==> config.mk <==
export PLATFORM = sky130hd
export DESIGN_NAME = branch_cmp_32
export DESIGN_NICKNAME = d
export VERILOG_FILES = /design/src/rtl/branch_cmp_32.sv
export SDC_FILE = /design/constraint.sdc
export NUM_CORES = 1
export LEC_CHECK = 0
export BUFFER_PORTS_ARGS = -buffer_cell sky130_fd_sc_hd__buf_2
export CAP_MARGIN = 15
export CORE_MARGIN = 4
export CORE_UTILIZATION = 45
export CTS_BUF_LIST = sky130_fd_sc_hd__clkbuf_8
export DETAILED_ROUTE_END_ITERATION = 7
export PLACE_DENSITY_LB_ADDON = 0.25
export SYNTH_ARGS = -nofsm -noshare
export SYNTH_HDL_FRONTEND = slang
export SYNTH_SLANG_ARGS = --single-unit
==> constraint.sdc <==
create_clock -name clk -period 3.6 [get_ports clk]
set_input_delay 0.18 -clock clk [delete_from_list [all_inputs] [get_ports clk]]
set_output_delay 0.18 -clock clk [all_outputs]
set_load 0.005 [all_outputs]
==> src/rtl/branch_cmp_32.sv <==
// RV32I branch comparator: evaluates one of six branch conditions on rs1/rs2,
// with a combinational taken result and a registered copy plus valid pulse.
module branch_cmp_32 #(
    parameter int unsigned WIDTH = 32
) (
    input  logic             clk,
    input  logic             rst,
    input  logic             en,
    input  logic [WIDTH-1:0] a,
    input  logic [WIDTH-1:0] b,
    input  logic [2:0]       ctrl,
    output logic             c,
    output logic             eq,
    output logic             lt,
    output logic             ltu,
    output logic             c_q,
    output logic             valid_q
);

    localparam int unsigned MSB = WIDTH - 1;

    localparam logic [2:0] CTRL_NONE = 3'b000;
    localparam logic [2:0] CTRL_EQ   = 3'b001;
    localparam logic [2:0] CTRL_NE   = 3'b010;
    localparam logic [2:0] CTRL_LT   = 3'b011;
    localparam logic [2:0] CTRL_LTU  = 3'b100;
    localparam logic [2:0] CTRL_GE   = 3'b101;
    localparam logic [2:0] CTRL_GEU  = 3'b110;

    // Signed order differs from unsigned only when the sign bits disagree;
    // then the negative operand (bit MSB set) is the smaller one.
    assign eq  = (a == b);
    assign ltu = (a < b);
    assign lt  = (a[MSB] ^ b[MSB]) ? a[MSB] : ltu;

    // Condition select; none and reserved codes report not-taken.
    always_comb begin
        c = 1'b0;
        case (ctrl)
            CTRL_NONE: c = 1'b0;
            CTRL_EQ:   c = eq;
            CTRL_NE:   c = ~eq;
            CTRL_LT:   c = lt;
            CTRL_LTU:  c = ltu;
            CTRL_GE:   c = ~lt;
            CTRL_GEU:  c = ~ltu;
            default:   c = 1'b0;
        endcase
    end

    // Captured result for pipelined consumers; reset takes priority over en.
    always_ff @(posedge clk) begin
        if (rst) begin
            c_q     <= 1'b0;
            valid_q <= 1'b0;
        end else if (en) begin
            c_q     <= c;
            valid_q <= 1'b1;
        end else begin
            valid_q <= 1'b0;
        end
    end

endmodule

# Word level (Yosys, flattened, before mapping)
# Cells that the tools add are included.
# word_totals
reg_bits,2
input_bits,70
output_inout_bits,6
word_cells,17
# classes
order_cmp,1
n_eq_ne,7
n_mux,3
bitwise_logic,4
# ops
cell,count
$eq A32 B32 Y1,1
$lt A32 B32 Y1,1
$eq A3 B3 Y1 const B,3
$eq A3 B2 Y1 const B,2
$pmux W1 S6,1
$eq A3 B1 Y1 const B,1
$not A1 Y1,3
$mux W1,2
$xor A1 B1 Y1,1

# Longest topological paths before layout
# depth
depth_word,4
depth_mapped,9
mapped_depth_nobuf,9

# Worst setup path after synthesis
# No wires, ideal clock.
# synth_path
path_kind,input -> register
start,input b[17]
end,register c_q
setup_time_ns,0.088
t_arrival_ns,2.076
required_time_ns,3.512
slack_ns,1.436
stages,9
path_buffers,0
cell_sequence,inv_1 ha_1 a21o_1 a221o_1 a211o_1 a211o_1 o31ai_4 a211oi_2 a311oi_2
# synth_via
elab_chain_cells,4
elab_cells_between_ends,7
classes_between,1 x order compare; 1 x eq/ne; 2 x mux; 3 x bitwise
# synth_rtl
item,line_no,source
start: declaration,10,"input logic [WIDTH-1:0] b,"
$lt A32 B32 Y1 *,33,assign ltu = (a < b);
$mux W1 *,34,assign lt = (a[MSB] ^ b[MSB]) ? a[MSB] : ltu;
named net lt,14,"output logic lt,"
$not A1 Y1,45,CTRL_GE: c = ~lt;
$pmux W1 S6 *,39,case (ctrl)
end signal: assignment,54,c_q <= 1'b0;
end signal: assignment,57,c_q <= c;
end: declaration,16,"output logic c_q,"
# The timed path passes the listed nets; every way through them passes the cells marked *.
# A chain may end at the register's enable or synchronous reset.

# Worst setup path in the final report
# layout_path
start,input a[17]
end,output c
# layout_via
elab_chain_cells,4
elab_cells_between_ends,7
classes_between,1 x order compare; 1 x eq/ne; 2 x mux; 3 x bitwise
# layout_rtl
item,line_no,source
start: declaration,9,"input logic [WIDTH-1:0] a,"
$lt A32 B32 Y1,33,
$mux W1,34,
$not A1 Y1,45,
$pmux W1 S6 *,39,
end: declaration,12,"output logic c,"
# Every way passes the cells marked *; elsewhere a longest branch is shown, timed or not.

==> out/qor.yml <==
finish:
  fin_cells: 240
  syn2layout_area_growth_pct: 45.1
  final_nets: 317
  nFillCells: 177
  fin_util: 0.710
  drive_gt1_frac: 0.390
  final_cell_area_sq_um: 1450
  antenna_cells: 0
worst_setup_path:
  crit_chain: "buf_2 > ha_1 > a21o_1 > a221o_1 > a211o_1 > a211oi_1 > a2bb2oi_1 > a31o_2 > nand2_1 > buf_2"
  cp.depth: 10
  r2r_start: "c_q"
  crit_type: "primary input to primary output"
  r2r_setup_slack_ps: 2920
  cpMaxStageDelayCell: "a211oi_1"
  crit_path_end: "c"
  critPathCaptureType: "primary output"
  cp.arrival_ps: 2280
  crit_fanout: 3
  required_ps: 3420
  cp_common_cell: "buf_2"
  critPathLaunchType: "primary input"
  slowest_delay_ps: 320
  ff2ff_path_depth: 2
  path_delay_family: "compound AO/OA/AOI/OAI gates"
  cp_num_buf_inv: 2
  startpoint: "a[17]"
  rr_endpoint: "c_q"
synthesis:
  synth_top_area_share: 0.401
  synth_edf_count: 0
  synth.avg_cell_area_sq_um: 7.41
  ys_top_cells_by_area: "ha_1 40%, inv_1 13%, a21oi_1 6.0%"
  async_flop_share: 0
  yosysTopAreaCell: "ha_1"
  seq_area_frac_synth: 0.0401
  netlist_area_sq_um: 1000
  yosys_warnings: 0
  ys_ff_latch: 2
  synth_cell_type_count: 30
  syn_inst: 135
  synthesis.nets: 237
  synth_ff_type: "dfxtp_1"
power:
  power_frac_seq: 0.097
  swShare: 0.331
  irDropWorstVdd_mv: 0.239
  p_clk_frac: 0.347
  comb_power_share: 0.556
  p_int_mw: 0.168
  p_switching_mw: 0.0831
  power_mw: 0.251
  leakage_nw: 0.921
  p_per_area_nw_per_um2: 173
placed_design:
  dpl.cell_count: 237
  dpl.hpwl_mm: 2.50
  placement.io_buffers: 75
  place_congestion: 0.673
  placed_area_sq_um: 1410
global_routing:
  overflow: 0
  grt_pass1_vias: 1126
  grt_pass1_wl_mm: 4.11
  antenna_found_initial: 0
  grt_max_degree: 8
  track_usage: 0.174
routing:
  drt-total-wl_mm: 2.65
  drtIter0Drc: 10
  ant_nets: 0
  via_per_inst: 5.06
  drcViolationCount: 0
  first_pass_iters: 4
  wl_per_cell_um: 11.1
  vias: 1215
die:
  core_sq_um: 2040
  die_w_um: 55.1
  die_h_um: 55.1
  ios: 76
  initial_core_util: 0.490
  die_area_sq_um: 3040
  fp-row-count: 16
worst_hold_path:
  hp-class: "primary input to register"
clock_tree:
  numCtsBuffers: 3
  clk_latency_ps: 200
  cts.sinks: 2
  cts-root-buf: "clkbuf_8"
  clkTransAtPathRegs_ps: 30
  h-tree-depth: 1
  cts_tree: "built"
  cts_resized: 0
  cts_setup_buffers: 0
  cts_hold_buffers: 0
  clock_path_buffers: 2
timing:
  skew_ps: 0
  fin_setup_tns_ps: 0
  hold_violations: 0
  report.final.slew_viol_count: 0
  finalCritPeriodShare: 0.682
  max_slew.worst_pin.slew_ps: 369
  fmax_ghz: 0.407
  finalCriticalPeriod_ps: 2460
  grt_setup_unrepaired: "no"
  max-slew-margin-rel: 0.753
  setup_viol: 0
run_status:
  status: "finished clean"
flow_run:
  drv_cap: 0
layer usage:
layer / part of all wire / wire [um] / global-route usage / vias to the layer above
met3: 0.087 / 232 / 0.0214 / 0
met4: 0 / 0 / 0.0121 / 0
met5: 0 / 0 / 0 / -
met2: 0.52 / 1380 / 0.360 / 45
met1: 0.39 / 1040 / 0.190 / 533
li1: - / - / - / 637
synth_stat cells, types with 2 or more instances:
library cell	number
dfxtp_1	2
nor4_1	2
a21o_1	3
nand4_1	4
nor2_1	5
nand2_1	9
ha_1	32
inv_1	34
a21oi_1	12
o21ai_0	2
nor2b_1	3
a221o_1	2
nand3_1	6
a211o_1	2
nand4b_1	2
power groups by stage:
| stage | Combinational (mW) | Sequential [mW] | Clock [mW] |
|---|---|---|---|
| after floorplan | 0.0776 | 0.0248 | 0 |
| after global placement | 0.133 | 0.0246 | 0 |
| after detailed placement | 0.141 | 0.0247 | 0 |
| final | 0.140 | 0.0244 | 0.0872 |
| after CTS | 0.142 | 0.0244 | 0.0897 |
| after global routing | 0.162 | 0.0245 | 0.0923 |
metrics by stage:
| stage | setup WS [ps] | hold WS, ps |
|---|---|---|
| 6_report | 1140 | 156 |
| 5_1_grt | 1010 | 158 |
| 4_1_cts | 1140 | 152 |
| 3_5_place_dp | 1150 | 366 |
| 3_3_place_gp | 1180 | 363 |
| 2_1_floorplan | 1440 | 248 |
layout make-up:
class                           count  area, sq um  area share
Sequential cell                     2         40.0      0.0276
Inverter                           34          128      0.0880
Multi-Input combinational cell     99          832       0.574
Tap cell                           27         33.8      0.0233
Timing Repair Buffer               75          375       0.259
Clock buffer                        3         41.3      0.0285
layout by cell type (no fill, tap or decap), types with 2 or more instances in the layout:
cell type	n
a21o_1	3
o21ai_0	2
a221o_1	2
a21oi_1	12
buf_2	75
nor2_1	5
nor4_1	2
nand2_1	9
nand4_1	4
ha_1	32
inv_1	34
clkbuf_8	3
dfxtp_1	2
nand4b_1	2
nand3_1	6
a211o_1	2
nor2b_1	3
sequential cells by signal, indices dropped and copies added (netlist names):
| signal | flops |
|---|---|
| valid_q | 1 |
| c_q | 1 |
worst register-to-register path, stage by stage (launching register included):
cell	delay, ps
dfxtp_1	310
nor2_1	50
a311oi_2	220
worst min-delay path by stage:
stage               slack, ps  cells past startpoint  start  end
floorplan                 250                      1    rst  c_q
global placement          360                      2    rst  c_q
detailed placement        370                      2    rst  c_q
CTS                       150                      2    rst  c_q
global route              160                      2    rst  c_q
finish                    160                      2    rst  c_q
kinds of logic (layout without fill, tap and decap cells):
group,count (synthesis),in the layout,share of synthesized area
AO/OA/AOI/OAI,32,32,0.242
adder cells (fa/ha/maj),32,32,0.400
buffers and inverters,34,112,0.128
flip-flops,2,2,0.0401
AND/OR/NAND/NOR,35,35,0.190
(Power assumes the default switching activity.)
